<file path="config.mk">
export PLATFORM = sky130hd
export DESIGN_NAME = ppu_bg_fetch_flat
export DESIGN_NICKNAME = d
export VERILOG_FILES = /design/src/rtl/ppu_pkg.sv /design/src/rtl/ppu_bg_fetch_if.sv /design/src/rtl/ppu_bg_shifter.sv /design/src/rtl/ppu_bg_fetch.sv /design/src/flat_wrapper.sv
export SDC_FILE = /design/constraint.sdc
export NUM_CORES = 1
export LEC_CHECK = 0
export CORE_ASPECT_RATIO = 1.25
export CORE_MARGIN = 2
export CORE_UTILIZATION = 53
export CTS_BUF_LIST = sky130_fd_sc_hd__clkbuf_4 sky130_fd_sc_hd__clkbuf_8
export DETAILED_ROUTE_END_ITERATION = 10
export HOLD_SLACK_MARGIN = 0.12
export PLACE_DENSITY = 0.78
export SYNTH_ARGS = -nofsm -noshare
export SYNTH_HDL_FRONTEND = slang
export SYNTH_SLANG_ARGS = --single-unit
</file>
<file path="constraint.sdc">
create_clock -name clk -period 2.7 [get_ports clk]
set_input_delay 0.405 -clock clk [delete_from_list [all_inputs] [get_ports clk]]
set_output_delay 0.405 -clock clk [all_outputs]
set_load 0.01 [all_outputs]
</file>
<file path="src/rtl/ppu_pkg.sv">
// Shared background-fetch definitions: state encoding, VRAM map, ctrl bits, line geometry.
// Latency: n/a (constants and pure combinational helpers only).
// Backpressure: n/a.
//
// Contents: fetch_state_e, VRAM base constants, ppu_ctrl bit positions,
// line geometry, and address / attribute helper functions.
package ppu_pkg;

   typedef enum logic [1:0] {
      FS_IDLE     = 2'd0,
      FS_PREFETCH = 2'd1,
      FS_RUN      = 2'd2,
      FS_DONE     = 2'd3
   } fetch_state_e;

   localparam logic [15:0] NT_BASE   = 16'h2000;
   localparam logic [9:0]  AT_OFFSET = 10'h3C0;

   localparam int CTRL1_BG_TABLE = 4;
   localparam int CTRL2_SHOW_BG  = 3;
   localparam int CTRL2_BG_LEFT  = 1;

   localparam int PIXELS_PER_LINE = 256;
   localparam int TILES_FETCHED   = 34;
   localparam int CYCLES_PER_TILE = 8;
   // Two tiles are prefetched before the first pixel leaves.
   localparam int PIXEL_START     = 2 * CYCLES_PER_TILE;

   // Name-table byte for column tx of the row containing scanline y.
   function automatic logic [15:0] nt_addr(input logic [1:0] nt,
                                           input logic [7:0] y,
                                           input logic [4:0] tx);
      return NT_BASE | {4'd0, nt, 10'd0} | {6'd0, y[7:3], 5'd0} | {11'd0, tx};
   endfunction

   // Attribute byte covering a 4x4-tile block.
   function automatic logic [15:0] at_addr(input logic [1:0] nt,
                                           input logic [7:0] y,
                                           input logic [4:0] tx);
      return NT_BASE | {6'd0, AT_OFFSET} | {4'd0, nt, 10'd0}
           | {10'd0, y[7:5], 3'd0} | {13'd0, tx[4:2]};
   endfunction

   // Pattern plane byte; hi selects the high plane (8 bytes above low).
   function automatic logic [15:0] pt_addr(input logic       pt,
                                           input logic [7:0] tile,
                                           input logic [2:0] row,
                                           input logic       hi);
      return {3'd0, pt, tile, hi, row};
   endfunction

   // Pick the 2-bit palette quadrant for this tile out of the attribute byte.
   function automatic logic [1:0] attr_pick(input logic [7:0] at,
                                            input logic       y4,
                                            input logic       tx1);
      logic [7:0] s;
      s = at >> {y4, tx1, 1'b0};
      return s[1:0];
   endfunction

endpackage

</file>
<file path="src/rtl/ppu_bg_fetch_if.sv">
// VRAM read port between the background fetcher and mem_ctrl.
// Latency: data is valid the cycle after the address is presented.
// Backpressure: none; the port accepts one read address every cycle.
//
// Signals: vram_ppu_addr (16, fetcher -> memory), vram_ppu_data (8, memory -> fetcher).
// Modports: master = fetcher, slave = memory controller.
interface ppu_bg_fetch_if;
   logic [15:0] vram_ppu_addr;
   logic [7:0]  vram_ppu_data;

   modport master (output vram_ppu_addr, input vram_ppu_data);
   modport slave  (input vram_ppu_addr, output vram_ppu_data);
endinterface

</file>
<file path="src/rtl/ppu_bg_shifter.sv">
// Background pattern/attribute shifters producing one 4-bit pixel per shift.
// Latency: pixel is combinational from the shifter heads; tile data reaches the head 8 shifts after load.
// Backpressure: none; shifts whenever shift_en is high.
//
// Ports: clk, rst (sync, active high), clear (restart line), shift_en, load,
// pat_lo/pat_hi (8, new tile planes), attr (2, new tile palette),
// pixel (4, {attr, hi, lo} of the current head bit).
module ppu_bg_shifter
   import ppu_pkg::*;
(
   input  logic       clk,
   input  logic       rst,
   input  logic       clear,
   input  logic       shift_en,
   input  logic       load,
   input  logic [7:0] pat_lo,
   input  logic [7:0] pat_hi,
   input  logic [1:0] attr,
   output logic [3:0] pixel
);

   logic [15:0] sh_lo;
   logic [15:0] sh_hi;
   logic [1:0]  attr_cur;
   logic [1:0]  attr_nxt;

   always_ff @(posedge clk) begin
      if (rst || clear) begin
         sh_lo    <= 16'd0;
         sh_hi    <= 16'd0;
         attr_cur <= 2'd0;
         attr_nxt <= 2'd0;
      end else if (load) begin
         // Load and shift on the same edge: the new tile lands in [8:1] so
         // that after the 7 following shifts its MSB sits at bit 15, exactly
         // when the last pixel of the previous tile has left.
         sh_lo    <= {sh_lo[14:8], pat_lo, 1'b0};
         sh_hi    <= {sh_hi[14:8], pat_hi, 1'b0};
         attr_cur <= attr_nxt;
         attr_nxt <= attr;
      end else if (shift_en) begin
         sh_lo <= {sh_lo[14:0], 1'b0};
         sh_hi <= {sh_hi[14:0], 1'b0};
      end
   end

   // The load edge is also the edge that emits the first pixel of the tile
   // loaded one reload earlier, whose attribute is still in attr_nxt.
   assign pixel = {(load ? attr_nxt : attr_cur), sh_hi[15], sh_lo[15]};

endmodule

</file>
<file path="src/rtl/ppu_bg_fetch.sv">
// Background tile fetcher: 34 tile fetches over VRAM, 256 palette indices per scanline.
// Latency: first pixel 16 cycles after line_start; line_done 272 cycles after line_start.
// Backpressure: none; VRAM answers every read the next cycle, pixels stream unthrottled.
//
// Ports: clk, rst (sync, active high), ppu_ctrl1/ppu_ctrl2 (latched per line),
// line_start/line_y (begin a scanline), vram (ppu_bg_fetch_if.master),
// bg_pixel (4), pixel_valid, busy, line_done. All outputs registered.
// Build option: BG_LEFT_CLIP_EN enables ppu_ctrl2[1] left-8-pixel blanking.
module ppu_bg_fetch
   import ppu_pkg::*;
(
   input  logic           clk,
   input  logic           rst,
   input  logic [7:0]     ppu_ctrl1,
   input  logic [7:0]     ppu_ctrl2,
   input  logic           line_start,
   input  logic [7:0]     line_y,
   ppu_bg_fetch_if.master vram,
   output logic [3:0]     bg_pixel,
   output logic           pixel_valid,
   output logic           busy,
   output logic           line_done
);

   localparam logic [1:0] ST_IDLE     = FS_IDLE;
   localparam logic [1:0] ST_PREFETCH = FS_PREFETCH;
   localparam logic [1:0] ST_RUN      = FS_RUN;
   localparam logic [1:0] ST_DONE     = FS_DONE;

   localparam logic [8:0] LAST_CYC  = 9'(TILES_FETCHED * CYCLES_PER_TILE - 1);
   localparam logic [8:0] RUN_CYC   = 9'(PIXEL_START);
   // Edges on which a pixel is registered for the following cycle.
   localparam logic [8:0] PIX_FIRST = 9'(PIXEL_START - 1);
   localparam logic [8:0] PIX_LAST  = 9'(PIXEL_START + PIXELS_PER_LINE - 2);

   logic [1:0]  state;
   logic [8:0]  cyc;
   logic [8:0]  nxt;
   logic [7:0]  y_l;
   logic [1:0]  nt_l;
   logic        pt_l;
   logic        show_l;
   logic [7:0]  nt_byte;
   logic [7:0]  pt_lo;
   logic [1:0]  at_bits;
   logic [15:0] addr_q;
   logic [15:0] addr_nxt;
   logic        last_cyc;
   logic        in_pix;
   logic        clip;
   logic        sh_load;
   logic [3:0]  sh_pixel;

   assign nxt      = cyc + 9'd1;
   assign last_cyc = (cyc == LAST_CYC);
   assign in_pix   = (cyc >= PIX_FIRST) && (cyc <= PIX_LAST);
   // Last data byte of every tile arrives on phase 7; it is fed straight in.
   assign sh_load  = busy && (cyc[2:0] == 3'd7);

   assign vram.vram_ppu_addr = addr_q;

`ifdef BG_LEFT_CLIP_EN
   localparam logic [8:0] CLIP_END = 9'(PIXEL_START - 1 + 8);
   logic left_l;
   logic unused_ctrl;
   assign clip        = !left_l && (cyc < CLIP_END);
   assign unused_ctrl = ^{ppu_ctrl1[7:5], ppu_ctrl1[3:2], ppu_ctrl2[7:4],
                          ppu_ctrl2[2], ppu_ctrl2[0]};
`else
   logic unused_ctrl;
   assign clip        = 1'b0;
   assign unused_ctrl = ^{ppu_ctrl1[7:5], ppu_ctrl1[3:2], ppu_ctrl2[7:4],
                          ppu_ctrl2[2:0]};
`endif

   // Address for the next cycle; odd phases simply hold the last address.
   // Tiles 32 and 33 wrap onto columns 0 and 1 through nxt[7:3].
   always_comb begin
      addr_nxt = addr_q;
      case (nxt[2:0])
         3'd0:    addr_nxt = nt_addr(nt_l, y_l, nxt[7:3]);
         3'd2:    addr_nxt = at_addr(nt_l, y_l, nxt[7:3]);
         3'd4:    addr_nxt = pt_addr(pt_l, nt_byte, y_l[2:0], 1'b0);
         3'd6:    addr_nxt = pt_addr(pt_l, nt_byte, y_l[2:0], 1'b1);
         default: addr_nxt = addr_q;
      endcase
   end

   always_ff @(posedge clk) begin
      if (rst) begin
         state       <= ST_IDLE;
         cyc         <= 9'd0;
         y_l         <= 8'd0;
         nt_l        <= 2'd0;
         pt_l        <= 1'b0;
         show_l      <= 1'b0;
         nt_byte     <= 8'd0;
         pt_lo       <= 8'd0;
         at_bits     <= 2'd0;
         addr_q      <= 16'h0000;
         bg_pixel    <= 4'd0;
         pixel_valid <= 1'b0;
         busy        <= 1'b0;
         line_done   <= 1'b0;
      end else if (line_start) begin
         // Also the abort path: whatever line was running is dropped silently.
         state       <= ST_PREFETCH;
         cyc         <= 9'd0;
         y_l         <= line_y;
         nt_l        <= ppu_ctrl1[1:0];
         pt_l        <= ppu_ctrl1[CTRL1_BG_TABLE];
         show_l      <= ppu_ctrl2[CTRL2_SHOW_BG];
         addr_q      <= nt_addr(ppu_ctrl1[1:0], line_y, 5'd0);
         bg_pixel    <= 4'd0;
         pixel_valid <= 1'b0;
         busy        <= 1'b1;
         line_done   <= 1'b0;
      end else begin
         case (state)
            ST_PREFETCH, ST_RUN: begin
               case (cyc[2:0])
                  3'd1:    nt_byte <= vram.vram_ppu_data;
                  3'd3:    at_bits <= attr_pick(vram.vram_ppu_data, y_l[4], cyc[4]);
                  3'd5:    pt_lo   <= vram.vram_ppu_data;
                  default: ;
               endcase
               if (last_cyc) begin
                  state       <= ST_DONE;
                  addr_q      <= 16'h0000;
                  bg_pixel    <= 4'd0;
                  pixel_valid <= 1'b0;
                  busy        <= 1'b0;
                  line_done   <= 1'b1;
               end else begin
                  cyc         <= nxt;
                  addr_q      <= addr_nxt;
                  pixel_valid <= in_pix;
                  bg_pixel    <= (in_pix && show_l && !clip) ? sh_pixel : 4'd0;
                  if (nxt == RUN_CYC) state <= ST_RUN;
               end
            end
            ST_DONE: begin
               state     <= ST_IDLE;
               line_done <= 1'b0;
            end
            default: begin
               state <= ST_IDLE;
            end
         endcase
      end
   end

`ifdef BG_LEFT_CLIP_EN
   always_ff @(posedge clk) begin
      if (rst) begin
         left_l <= 1'b0;
      end else if (line_start) begin
         left_l <= ppu_ctrl2[CTRL2_BG_LEFT];
      end
   end
`endif

   ppu_bg_shifter u_shifter (
      .clk      (clk),
      .rst      (rst),
      .clear    (line_start),
      .shift_en (busy),
      .load     (sh_load),
      .pat_lo   (pt_lo),
      .pat_hi   (vram.vram_ppu_data),
      .attr     (at_bits),
      .pixel    (sh_pixel)
   );

endmodule

</file>
<file path="src/flat_wrapper.sv">
// flat-port wrapper written by rule: the top's interface ports become plain ports
module ppu_bg_fetch_flat import ppu_pkg::*;
  (clk, rst, ppu_ctrl1, ppu_ctrl2, line_start, line_y, bg_pixel, pixel_valid, busy, line_done, vram_vram_ppu_addr, vram_vram_ppu_data);
  ppu_bg_fetch_if vram_i ();
  input  logic clk;
  input  logic rst;
  input  logic [7:0] ppu_ctrl1;
  input  logic [7:0] ppu_ctrl2;
  input  logic line_start;
  input  logic [7:0] line_y;
  output logic [3:0] bg_pixel;
  output logic pixel_valid;
  output logic busy;
  output logic line_done;
  output wire logic [$bits(vram_i.vram_ppu_addr)-1:0] vram_vram_ppu_addr;
  input wire logic [$bits(vram_i.vram_ppu_data)-1:0] vram_vram_ppu_data;
  assign vram_vram_ppu_addr = vram_i.vram_ppu_addr;
  assign vram_i.vram_ppu_data = vram_vram_ppu_data;
  ppu_bg_fetch u_core (.clk(clk), .rst(rst), .ppu_ctrl1(ppu_ctrl1), .ppu_ctrl2(ppu_ctrl2), .line_start(line_start), .line_y(line_y), .vram(vram_i), .bg_pixel(bg_pixel), .pixel_valid(pixel_valid), .busy(busy), .line_done(line_done));
endmodule
</file>
After elaboration in Yosys (flattened, before gate mapping)
Cells that the tools add are included.
{"block": "classes", "n_addsub": 1, "magnitude_cmp": 2, "n_eq_ne": 14, "shifts": 1, "n_mux": 21, "n_bitwise": 8, "n_reduce_logical": 21}
{"cell": "2-to-1 mux 16 bit", "count": 7}
{"cell": "case mux 16 bit (4 select lines)", "count": 1}
{"cell": "OR 14 x 10 -> 14 bit", "count": 2}
{"cell": "OR 16 x 3 -> 16 bit", "count": 1}
{"cell": "OR 16 x 5 -> 16 bit", "count": 1}
{"cell": "OR 14 x 6 -> 14 bit", "count": 1}
{"cell": "equality test 3 bit (second input constant)", "count": 4}
{"cell": "nonzero test 2 bit", "count": 5}
{"cell": "adder 9 x 1 -> 9 bit (second input constant)", "count": 1}
{"cell": "equality test 9 x 5 -> 1 bit (second input constant)", "count": 1}
{"cell": "equality test 9 bit (second input constant)", "count": 1}
{"cell": "greater-or-equal comparator 9 x 4 -> 1 bit (second input constant)", "count": 1}
{"cell": "less-or-equal comparator 9 bit (second input constant)", "count": 1}
{"cell": "AND reduction 3 bit", "count": 3}
{"cell": "2-to-1 mux 4 bit", "count": 2}
{"cell": "AND reduction 2 bit", "count": 4}
{"cell": ">> shifter 8 x 3 -> 2 bit", "count": 1}
{"cell": "2-to-1 mux 1 bit", "count": 7}
{"cell": "equality test 3 x 2 -> 1 bit (second input constant)", "count": 2}
{"cell": "2-to-1 mux 2 bit", "count": 3}
{"cell": "nonzero test 6 bit", "count": 1}
{"cell": "equality test 2 bit (second input constant)", "count": 2}
{"cell": "!= test 4 x 2 -> 1 bit (second input constant)", "count": 1}
{"cell": "OR reduction 2 bit", "count": 2}
{"cell": "other kinds (9)", "count": 13}
{"block": "word_totals", "ff_bits": 98, "output_inout_bits": 23, "elab_cells": 87}

Longest topological paths before layout
Gate-level depths: netlist of the first run.
{"block": "depth", "depth_word": 6, "mapped_depth": 10, "depth_no_buf": 7}

Hierarchy
Synthesis of the first run repeated with hierarchy kept, for this count alone.
{"block": "hier_totals", "hier_cells": 491, "hier_area_um2": 4514.3}
{"mod": "ppu_bg_fetch", "n_inst": 1, "cells_each": 340, "area_per_inst_um2": 2942.8}
{"mod": "ppu_bg_shifter", "n_inst": 1, "cells_each": 151, "area_per_inst_um2": 1571.5}

Least setup slack after synthesis of the first run
OpenSTA, ideal clock, no wires.
{"block": "synth_timing", "kind": "register to register", "from": "register u_core.cyc[0]", "to": "register u_core.addr_q[6] (netlist: u_core.vram.vram_ppu_addr[6])", "setup_time_ps": 133, "arrival_ps": 2029, "required_ps": 2567, "setup_slack_ps": 538, "stages_incl_launch_ff": 10, "period_less_slack_ps": 2162, "path_cell_list": "dfxtp_1 -> ha_1 -> ha_1 -> or2_1 -> clkbuf_2 -> or3_1 -> o22a_1 -> buf_6 -> nor2_1 -> a311oi_2"}
{"block": "synth_between", "elab_chain_cells": 6}
{"element": "start: declaration", "line_no": "ppu_bg_fetch.sv:37", "source": "logic [8:0] cyc;"}
{"element": "start signal: assignment", "line_no": "ppu_bg_fetch.sv:135", "source": "cyc <= nxt;"}
{"element": "adder 9 x 1 -> 9 bit", "line_no": "ppu_bg_fetch.sv:54", "source": "assign nxt = cyc + 9'd1;"}
{"element": "equality test 3 bit (tied with other cells)", "line_no": "ppu_bg_fetch.sv:80", "source": "case (nxt[2:0])"}
{"element": "case mux 16 bit (4 select lines)", "line_no": "ppu_bg_fetch.sv:80"}
{"element": "2-to-1 mux 16 bit", "line_no": "ppu_bg_fetch.sv:127", "source": "if (last_cyc) begin"}
{"element": "2-to-1 mux 16 bit", "line_no": "ppu_bg_fetch.sv:119", "source": "case (state)"}
{"element": "2-to-1 mux 16 bit", "line_no": "ppu_bg_fetch.sv:105", "source": "end else if (line_start) begin"}
{"element": "end signal: assignment", "line_no": "ppu_bg_fetch.sv:113", "source": "addr_q <= nt_addr(ppu_ctrl1[1:0], line_y, 5'd0);"}
{"element": "end signal: assignment", "line_no": "ppu_bg_fetch.sv:136", "source": "addr_q <= addr_nxt;"}
{"element": "end: declaration", "line_no": "ppu_bg_fetch.sv:46", "source": "logic [15:0] addr_q;"}
Several ways; a longest one is shown, not always the timed one. The select of a mux whose other input is x is not followed.
A chain may end at the register's enable or synchronous reset.

Worst setup path in the final report of the first run
{"block": "layout_timing", "from": "register u_core.cyc[0]", "to": "register u_core.addr_q[9] (netlist: u_core.vram.vram_ppu_addr[9])"}
Same word-level chain as after synthesis.

==> results summary, run 1 <==
The run finished with clean final reports. The final hold violation count came out at 0. The tool flagged a number of max-cap violations equal to 0. In this design, the stage delay of the slowest critical-path cell is 390 ps. The starting DRC count in detailed routing is around 230. The number of enable-type register cells in the synthesized netlist came out at 0. The worst hold slack after final layout is between 400 and 500 ps. The flop and latch count out of synthesis came out at 96. The final net count is 542. The number of H-tree levels came out at 3. The weighted congestion at the end of routability-driven global placement came out at between 0.8 and 0.9. Data on the critical path arrives at its endpoint at approximately 2600 ps. Relative to the synthesized area, the layout overhead comes to 15.0%. The clock insertion delay at the later pin of the skew report came out at 360 ps. For the pin with the worst max-slew slack, the measured transition is between 600 and 700 ps. The residual antenna-violating net count after detailed routing came out at 0. The tree is rooted in a clkbuf_8.

The floorplan has 36 rows. In this run the worst hold path is classified as register to register. The maximum ir drop on the vdd rail is 381 uV. The worst reg-to-reg path cell count is 7. Counting instances in the post-synthesis netlist gives the leading cell types as dfxtp_1 (96), nor2_1 (63), nand2_1 (59), a21oi_1 (38), mux2i_1 (36). The final number of setup-violating endpoints is 0.

In the post-synthesis netlist, the biggest area contributors are dfxtp_1 (46%), mux2i_1 (8.5%), nor2_1 (5.6%). For this block, wires on met1 add up to between 3000 and 4000 um. The x dimension of the die came out at between 80 and 90 um. Counting every instance in the synthesized netlist gives 468. The number of antenna violations at the first check in global routing was 0. The routed design uses 4410 um of met2 wire. The synthesis warning total came out at 0. The I/O pin count came out at slightly below 60. The cell taking the most area after synthesis is dfxtp_1. In this design, the largest share of critical-path delay is due to simple AND/OR/NAND/NOR gates. The quantity of hold-fixing buffers added after cts is 0. The nature of the critical path startpoint is a register.

In the synthesized netlist the async set-or-reset flop fraction comes to 0. Buffers inserted during clock tree synthesis total 9. The number of cells on the worst hold path is 2. The area of all placed cells without fillers is 4850 um2. The leakage power is ~0.0017 uW. For this run, the leading register cell type out of synthesis is dfxtp_1.

After synthesis, the netlist uses 51 different library cells. Walking the worst path, the cells encountered are ha_1 > ha_1 > or2_1 > or3_1 > o22a_1 > nor2_1 > a311oi_2. In the final layout, the share of cells above drive strength 1 is 0.0792. The final core area utilization is 0.626. Counting stages on the worst path, the most repeated cell is ha_1.

The total of cells resized after clock tree synthesis came out at 0. For the final routed database, the setup TNS stands at 0 ps. Counting I/O delays and the setup requirement, the final critical path takes between 2000 and 2500 ps.

The cell area after synthesis came out at roughly 4200 um2. The number of filler instances in the final layout is roughly 680. The register clock-pin slew on the reported worst setup and hold paths is approximately 100 ps. The endpoint required time on the critical path is between 2000 and 3000 ps.

Derived from the worst setup path, the maximum achievable clock frequency is ~430 MHz. The total power density per cell area is about 530 nW/um2. The count of cell instances traversed by the critical path came out at 7. The count of buffers inserted at the top-level ports is 43. The worst setup path is captured at a register. The dominant cell by count in the synthesized netlist is dfxtp_1.

The average instance in the mapped netlist occupies 9.02 um2. The total vias in the final route came out at ~3,400. The estimated wirelength of the detail-placed design came out at ~6400 um. The floorplan step defined a die boundary enclosing 8690 um2. The pin count of the biggest net entering global routing is 48.

0 antenna diodes ended up in the layout. By startpoint and endpoint, the worst setup path is classified as register to register. The biggest fanout along the worst timing path came out at 10.

The global-route wire length before repair came out at between 15,000 and 20,000 um. After detailed routing, no signal wire sits above met4. The part of the cycle the worst path needs is 0.869. The worst pin sits at a relative slew slack of 0.588. The critical path buffer and inverter count came out at 0. Dividing the detail-routed via count by the number of cells gives 5.63.

The post-detailed-routing wire length is 8920 um. The final number of max-transition violations was 0. Of the post-synthesis cell area, the dominant cell type holds 0.456. The number of global-route vias before repair is about 3,400. After detailed routing, the met3 layer carries about 330 um of wire. The average wire length per cell after detail routing is ~15 um.

TritonCTS built the clock tree. The count of unresolved DRC violations after routing is 0. The slowest stage of the critical path belongs to the cell dfxtp_1. The setup fix buffers added after clock tree synthesis is 0. The TritonCTS sink count is 96.

The total grt overflow came out at 0. The height of the chip is between 100 and 150 um. The clock passes through at most 2 buffers. In this run the cell area measured after placement is 4670 um2.

Setup repair after global routing left no endpoint under its margin. For this run, the detailed router's first-pass iteration total came to 4. The overall fraction of global-route tracks in use is 0.218. The worst clock skew on the final layout came out at 17.3 ps. The total core area came out at between 7000 and 8000 um2. The starting utilization of the core area is 0.545. The fraction of the yosys area taken by sequential cells is 0.456.
[cell type report]
type                       instances  area, um2  share of cell area
timing repair buffer              54        513               0.106
tap                               95        119              0.0245
inverter                           7       26.3             0.00542
sequential                        96       1920               0.396
clock inverter                     6       52.6              0.0108
multi-input combinational        332       2090               0.430
clock buffer                      10        131              0.0271
[logic make-up after synthesis]
family	count (synthesis)	share of synthesized area
xor+xnor	10	0.0208
simple gates	177	0.190
other cells	1	0.000889
buf+inv	41	0.0510
mux	38	0.0961
flops	96	0.456
fa+ha+maj	7	0.0208
compound gates	98	0.165
[per-layer routing]
metal,up-vias,GRT usage
met2,72,0.367
met1,1578,0.275
met5,-,0
met4,0,0.0968
met3,18,0.0327
li1,1709,-
[power breakdown]
part | internal [uW] | switching, uW | leakage [uW] | total [uW]
clock network | 358 | 515 | 0.0000884 | 873
registers | 1450 | 25.9 | 0.000780 | 1470
logic | 110 | 125 | 0.000802 | 235
total | 1920 | 666 | 0.00167 | 2580
[cells in the final DEF, fill, tap and decap left out, drive strengths merged, types with 3 or more instances in the layout]
| cell type | netlist | final |
|---|---|---|
| dfxtp | 96 | 96 |
| nor2 | 63 | 63 |
| nand2 | 59 | 59 |
| clkdlybuf4s50 | 0 | 43 |
| a21oi | 38 | 38 |
| mux2i | 36 | 36 |
| nand3 | 17 | 17 |
| a211oi | 17 | 17 |
| nand2b | 11 | 11 |
| buf | 21 | 11 |
| clkbuf | 13 | 10 |
| inv | 7 | 9 |
| xnor2 | 8 | 8 |
| a222oi | 7 | 7 |
| o21ai | 7 | 7 |
| ha | 7 | 7 |
| nor3 | 5 | 5 |
| nand4 | 4 | 4 |
| o221ai | 4 | 4 |
| a311oi | 4 | 4 |
| o2bb2ai | 4 | 4 |
| nor2b | 3 | 3 |
| or3 | 3 | 3 |
| a22o | 3 | 3 |
| o31ai | 3 | 3 |
| or2 | 3 | 3 |
[final timing paths]
check	startpoint	slack [ps]	end
worst max-delay path	u_core.cyc[0]$_SDFFE_PP0P_	350	u_core.vram.vram_ppu_addr[9]$_SDFFE_PP0P_
worst min-delay path	u_core.pt_lo[6]$_SDFFE_PP0P_	470	u_core.pt_lo[6]$_SDFFE_PP0P_
worst max register to register	u_core.cyc[0]$_SDFFE_PP0P_	350	u_core.vram.vram_ppu_addr[9]$_SDFFE_PP0P_
worst min register to register	u_core.pt_lo[6]$_SDFFE_PP0P_	470	u_core.pt_lo[6]$_SDFFE_PP0P_
[registers in the layout (all words and copies together) (netlist names)]
signal / flops
u_core.at_bits: 2
u_core.bg_pixel: 4
u_core.busy: 1
u_core.cyc: 9
u_core.line_done: 1
u_core.nt_byte: 8
u_core.nt_l: 2
u_core.pixel_valid: 1
u_core.pt_l: 1
u_core.pt_lo: 8
u_core.show_l: 1
u_core.state: 2
u_core.u_shifter.attr_cur: 2
u_core.u_shifter.attr_nxt: 2
u_core.u_shifter.sh_hi: 15
u_core.u_shifter.sh_lo: 15
u_core.vram.vram_ppu_addr: 14
u_core.y_l: 8
[stage by stage]
step | setup WS (ps) | std cells | total power, uW
global route | 196 | 600 | 2690
CTS | 353 | 600 | 2610
detailed placement | 357 | 584 | 1740
global placement | 416 | 584 | 1740
finish | 352 | 600 | 2580
floorplan | 538 | 469 | 1650
[worst min-delay path, delay by kind of cell, from the launching register on]
family           cells  cell delay (ps)
AO/OA/AOI/OAI        1               50
AND/OR/NAND/NOR      1               50
flip-flops           1              320
No activity file was read; power rests on OpenSTA's default activity.
==> inputs of run 2 (changes only) <==
RECOVER_POWER = 100   (was unset)
SLEW_MARGIN = 20   (was unset)
==> results summary, run 2 (same netlist as run 1, synthesis figures left out) <==
The run finished with clean final reports. The leakage power is between 0.0015 and 0.002 uW. Setup violations remaining at the end of the flow were counted as 0.

Power spread over the standard cell area amounts to approximately 530 nW/um2. The weighted congestion at the end of routability-driven global placement came out at 0.893. The biggest fanout along the worst timing path came out at 21. The cell family contributing the most delay on the critical path is buffers and inverters. The worst reg-to-reg path cell count came out at 7.

The final number of max-transition violations came out at 0. The final antenna diode count came out at 0. In the routed design, unresolved DRC markers number 0.

The final hold violation count is 0. The combinational group share of total power is 0.089. The worst clock skew on the final layout is ~16 ps.

The end of the worst register-to-register path is u_core.vram.vram_ppu_addr[6]$_SDFFE_PP0P_. The number of antenna violations at the first check in global routing is 0. The part of the cycle the worst path needs is 0.898. The total internal power came out at 1910 uW. Across every metal layer, demand over resource in global routing totals 0.218. The mean number of vias per cell came out at about 5.7. After clock tree synthesis, the setup repair step added 0 buffers. The area growth from synthesis to layout is 14.4%. On the critical path, the stage with the largest delay is an instance of clkbuf_1.

The height of the chip came out at 104 um. Summing all non-filler instances in the final layout gives an area of roughly 4800 um2. The average wire length per cell after detail routing came out at 14.9 um. Subtracting the final worst setup slack from the clock period gives approximately 2400 ps. The worst setup path is launched from a primary input.

The end point of the critical path is u_core.vram.vram_ppu_addr[6]$_SDFFE_PP0P_. Setup repair after global routing left no endpoint under its margin. The number of gates resized after CTS was 0.

The maximum ir drop on the vdd rail came out at 380 uV. Leaving out fill and tap cells, the most frequent cell in the layout is dfxtp_1. The cell count after placement is 584.

The top cell types in the final layout, fill and taps aside, are dfxtp_1 (96), nor2_1 (63), nand2_1 (59). Wires add up to slightly below 9000 um. TritonCTS built the clock tree. The root buffer cell chosen for the clock tree is clkbuf_8. The critical path buffer and inverter count came out at 2. The clock reaches the later pin of the worst-skew pair after 360 ps. The endpoint required time on the critical path is between 2000 and 3000 ps. The setup total negative slack came out at 0 ps.

The worst flop-to-flop path startpoint is u_core.cyc[0]$_SDFFE_PP0P_. Once detailed placement completed, the half-perimeter wirelength came to 6370 um. The TritonCTS sink count is 96. Max-cap violations in this run came to 0.

For this run, the share of the core covered by cells in the final layout is 0.623. For this design the total switching power over the nets is about 660 uW. Counting buffers and inverters, the worst setup path is 5 cells deep. The initialized floorplan defines 36 standard-cell rows. The number of global-route vias before repair came to 3,353. Walking the worst path, the cells encountered are dlygate4sd3_1 > clkbuf_1 > o22a_1 > nor2_1 > a311oi_2. The total die area came out at 8690 um2.

The I/O pin count is 58. The worst hold path belongs to the class register to register. The fraction of layout cells with a size suffix above 1 came out at 0.0693. The register share of total power is 0.572. Based on the critical path, the design can be clocked at up to between 400 and 500 MHz. During placement, the flow inserted port buffers numbering between 40 and 50. The worst hold slack after final layout came out at 463 ps. After floorplanning, the core was sized to cover just under 8000 um2. Detailed routing inserted a total of around 3,400 vias. For the pin with the worst max-slew slack, the measured transition is between 900 and 1000 ps. The number of buffers created by CTS came out at 9. In this design, the stage delay of the slowest critical-path cell is between 700 and 800 ps. The global-route wire length before repair is between 15,000 and 20,000 um. For this run, the post-layout net count is approximately 540. The pin count of the biggest net entering global routing is 48. The H-tree was split into 3 levels. The max-slew headroom at the worst pin is 0.340. The setup slack of the worst register-to-register path came out at between 300 and 400 ps. The layout has a little under 700 filler cells. The arrival time at the worst endpoint is around 2700 ps. The starting utilization of the core area is 0.545. After clock tree synthesis, the clock-pin slew on the worst setup and hold paths is about 100 ps. The critical path in this run is classified as primary input to register. The residual antenna-violating net count after detailed routing came out at 0. The number of detailed-routing iterations run before antenna repair is 5.

The clock passes through at most 2 buffers. Tracing the worst setup path back leads to its startpoint at line_start. The detailed router finished its first iteration with between 200 and 250 violations. The kind of end point of the critical path is a register. The clock network fraction of design power came out at 0.339. The x dimension of the die is 83.8 um. The total grt overflow is 0.

The switching part of the total power came out at 0.258. The placed instance area is 4670 um2. The finished layout holds 600 standard cells, fillers aside. The quantity of hold-fixing buffers added after cts came out at 0.
[run 2: cell count changes in the layout (fill, tap and decap cells not counted), sizes merged]
cell           previous run  this run
clkdlybuf4s50            43        22
clkbuf                   10        13
buf                      11         8
dlygate4sd3               0        21
[run 2: per-layer routing]
| metal | GRT usage | share of wire | vias to the layer above |
|---|---|---|---|
| li1 | - | - | 1708 |
| met1 | 0.275 | 0.45 | 1602 |
| met2 | 0.367 | 0.49 | 79 |
| met3 | 0.0327 | 0.033 | 22 |
| met4 | 0.0968 | 0.029 | 0 |
| met5 | 0 | 0 | - |
[run 2: area by class of cell]
| class | instances | area (um2) | share of cell area |
|---|---|---|---|
| Multi-Input combinational cell | 332 | 2070 | 0.430 |
| Timing Repair Buffer | 54 | 503 | 0.104 |
| Sequential cell | 96 | 1920 | 0.398 |
| Tap cell | 95 | 119 | 0.0246 |
| Inverter | 7 | 26.3 | 0.00544 |
| Clock inverter | 6 | 52.6 | 0.0109 |
| Clock buffer | 10 | 131 | 0.0272 |
[run 2: metrics by stage]
| step | setup WS, ps | total power [uW] |
|---|---|---|
| after floorplan | 538 | 1650 |
| after global placement | 416 | 1740 |
| after detailed placement | 357 | 1740 |
| after CTS | 353 | 2610 |
| after global routing | 101 | 2690 |
| final | 276 | 2580 |
[run 2: worst min path at each step]
stage	startpoint	end	slack, ps	depth (start not counted)
finish	u_core.nt_byte[3]$_SDFFE_PP0P_	u_core.nt_byte[3]$_SDFFE_PP0P_	460	2
global route	u_core.nt_byte[3]$_SDFFE_PP0P_	u_core.nt_byte[3]$_SDFFE_PP0P_	480	2
CTS	u_core.nt_byte[3]$_SDFFE_PP0P_	u_core.nt_byte[3]$_SDFFE_PP0P_	470	2
detailed placement	u_core.nt_byte[3]$_SDFFE_PP0P_	u_core.nt_byte[3]$_SDFFE_PP0P_	450	2
global placement	u_core.vram.vram_ppu_addr[12]$_SDFFE_PP0P_	u_core.vram.vram_ppu_addr[12]$_SDFFE_PP0P_	440	2
floorplan	u_core.u_shifter.sh_lo[15]$_SDFFE_PP0P_	u_core.bg_pixel[0]$_SDFFE_PP0N_	440	2
[run 2: power by group through the flow]
stage | combinational (uW) | clock (uW) | sequential (uW)
floorplan | 149 | 0 | 1500
global placement | 231 | 0 | 1510
detailed placement | 235 | 0 | 1510
CTS | 236 | 895 | 1470
global route | 255 | 953 | 1480
finish | 230 | 872 | 1470
[run 2: tightest hold or removal path, stage by stage (launching register included)]
cell and delay, ps:
dfxtp_1 320, nand2_1 50, a21oi_1 50
==> inputs of run 3 (changes only) <==
CELL_PAD_IN_SITES_DETAIL_PLACEMENT = 0   (was unset)
CELL_PAD_IN_SITES_GLOBAL_PLACEMENT = 1   (was unset)
CORE_MARGIN = 1   (was 2)
CORE_UTILIZATION = 43   (was 53)
PLACE_DENSITY = unset   (was 0.78)
PLACE_DENSITY_LB_ADDON = 0.1   (was unset)
==> results summary, run 3 (same netlist as run 1, synthesis figures left out) <==
The slowest library cell on the worst path is dfxtp_1. The maximum frequency from static timing analysis came out at about 430 MHz. The weighted congestion at the end of routability-driven global placement is ~0.75. After detailed routing, the average wire length per cell comes to 14.9 um. The tightest min-delay check is of the register to register type.

The number of detailed-routing iterations run before antenna repair came out at 4. The leakage power came out at 0.00175 uW. The time the final worst path needs with I/O delays and setup is between 2000 and 2500 ps. Counting the buffers created by CTS gives 9. The area growth from synthesis to layout is 16.6%. The number of buffers and inverters on the critical path is 0. The count of cell instances traversed by the critical path is 7. The top cell family by delay on the critical path is simple AND/OR/NAND/NOR gates. Summed over all failing endpoints, the final setup total negative slack is 0 ps. The total internal power came out at a little over 2000 uW. The die is 113 um tall. The total power density per cell area is 549 nW/um2. Headroom to the max-slew limit came out at 0.236. The quantity of hold-fixing buffers added after cts is 0. The x dimension of the die came out at slightly above 90 um. The starting utilization of the core area is 0.441.

The root cell of the clock tree is clkbuf_8. Summed over all layers, the routed wires come to approximately 9400 um. Port buffering added 43 buffers. The worst register-to-register path begins at u_core.cyc[0]$_SDFFE_PP0P_. Buffers added to address setup during post-CTS repair amount to 0.

Leaving out filler cells and counting taps, the final layout contains about 630. The combinational group share of total power came out at 0.089. The residual antenna-violating net count after detailed routing came out at 0. The number of antenna violations at the first check in global routing is 0. With fillers left out, the area of the finished cells amounts to around 4900 um2. The final hold violation count came to 0. In the global route stage, overall resource usage came out at 0.196.

The worst clock skew on the final layout is around 10 ps. The mean number of vias per cell came out at approximately 5.3. In this run the cell area measured after placement is between 4000 and 5000 um2. The CTS tree is yes. The estimated wirelength of the detail-placed design came out at approximately 6600 um. The maximum ir drop on the vdd rail came out at about 270 uV. The I/O pin count came out at 58.

For this run the aggregate overflow at the end of global routing stands at 0. The most used cell along the critical path is ha_1. The switching part of the total power came out at 0.240.

The library cell used most frequently in the layout, excluding fill and tap cells, is dfxtp_1. Row generation in the floorplan step produced 40 rows. The number of filler instances in the final layout came out at 944. In this run the critical register-to-register path is captured at u_core.vram.vram_ppu_addr[7]$_SDFFE_PP0P_. The critical path goes through ha_1 > ha_1 > or2_0 > or3_1 > o22a_1 > nor2_1 > a311oi_2. The starting DRC count in detailed routing is about 180. Clock-pin slew was measured on the worst setup and hold paths at roughly 90 ps. The clock insertion delay at the later pin of the skew report came out at 360 ps. The switching power total came out at about 650 uW.

The count of unresolved DRC violations after routing came out at 0. The top cell types in the final layout, fill and taps aside, are dfxtp_1 (95), nor2_1 (63), nand2_1 (59). The fraction of layout cells with a size suffix above 1 came out at 0.0752. The clock net in this run drives a total of 96 sinks. The part of the cycle the worst path needs came out at 0.871.

The total die area came out at between 10,000 and 15,000 um2. The setup slack of the worst register-to-register path is 350 ps. The number of maximum-capacitance constraint violations is 0. The cell count after placement came out at roughly 620. The number of H-tree levels is 3. The clock network fraction of design power is 0.367. Setup repair after global routing left no endpoint under its margin. The final net count is about 540. The register share of total power is 0.544.

Measured on the finished design, the core utilization comes to 0.515. For the worst setup path, the data arrival time is between 2000 and 3000 ps. The total vias in the final route is roughly 3,300. The number of global-route vias before repair is roughly 3,100. The worst setup path is launched from a register. The biggest fanout along the worst timing path is 10. The run finished with clean final reports. The pin count of the biggest net entering global routing is 49. The worst setup path is captured at a register.

The total core area is 9560 um2. 0 antenna diodes ended up in the layout. The first global-routing pass estimated around 16,000 um of wire. The final number of max-transition violations is 0.

The longest clock path from root to sink contains 2 buffers. The worst hold endpoint is u_core.u_shifter.attr_nxt[0]$_SDFFE_PP0N_. The worst reg-to-reg path cell count is 7. The highest cell delay on the worst timing path is around 400 ps. The critical path is of the register to register type. The worst hold path begins at u_core.u_shifter.attr_nxt[0]$_SDFFE_PP0N_.

Counting instances, the worst hold path has a depth of 2. The total of cells resized after clock tree synthesis is 0. For the pin with the worst max-slew slack, the measured transition is ~1100 ps. The final number of setup-violating endpoints came out at 0. The endpoint required time on the critical path came out at 2930 ps.
-- run 3: changes by cell type in the layout (fill, tap and decap cells not counted), moves of 2 or more --
cell | previous run | this run
clkbuf_4 | 1 | 4
buf_4 | 8 | 10
clkbuf_1 | 2 | 0
clkinvlp_4 | 2 | 0
-- run 3: through the flow --
stage                     power [uW]  setup WS (ps)  hold slack [ps]
after floorplan                 1650            538              435
after global placement          1750            355              441
after detailed placement        1750            322              449
after CTS                       2730            393              462
after global routing            2810            134              478
final                           2700            347              459
-- run 3: power by group through the flow --
| stage | clock, uW | combinational, uW | sequential, uW |
|---|---|---|---|
| after global placement | 0 | 246 | 1500 |
| after detailed placement | 0 | 248 | 1500 |
| after global routing | 1080 | 266 | 1470 |
| after CTS | 1010 | 249 | 1470 |
| final | 992 | 241 | 1470 |
| after floorplan | 0 | 149 | 1500 |
-- run 3: how the worst max path moves through the flow --
stage	from	endpoint	slack (ps)
finish	u_core.cyc[0]$_SDFFE_PP0P_	u_core.vram.vram_ppu_addr[7]$_SDFFE_PP0P_	350
global route	line_start	u_core.vram.vram_ppu_addr[3]$_SDFFE_PP0P_	130
CTS	u_core.cyc[0]$_SDFFE_PP0P_	u_core.vram.vram_ppu_addr[5]$_SDFFE_PP0P_	390
detailed placement	line_start	u_core.pt_lo[7]$_SDFFE_PP0P_	320
global placement	line_start	u_core.pt_lo[2]$_SDFFE_PP0P_	350
floorplan	u_core.cyc[0]$_SDFFE_PP0P_	u_core.vram.vram_ppu_addr[6]$_SDFFE_PP0P_	540
-- run 3: layout make-up --
type / count / area [um2] / share of cell area
clock inverter: 2 / 38.8 / 0.00789
sequential: 96 / 1920 / 0.391
timing repair buffer: 54 / 526 / 0.107
multi-input combinational: 332 / 2080 / 0.423
clock buffer: 14 / 168 / 0.0341
tap: 126 / 158 / 0.0321
inverter: 7 / 26.3 / 0.00534
-- run 3: routing by layer --
metal,GRT usage,vias up,wire length (um)
li1,-,1708,-
met1,0.249,1553,4370
met4,0.0882,0,183
met5,0,-,0
met2,0.334,47,4630
met3,0.0235,13,239
-- run 3: worst reg2reg max path: stages (launching register included) --
cell and delay (ps):
dfxtp_1 390, ha_1 250, ha_1 250, or2_0 370
or3_1 380, o22a_1 340, nor2_1 180, a311oi_2 60
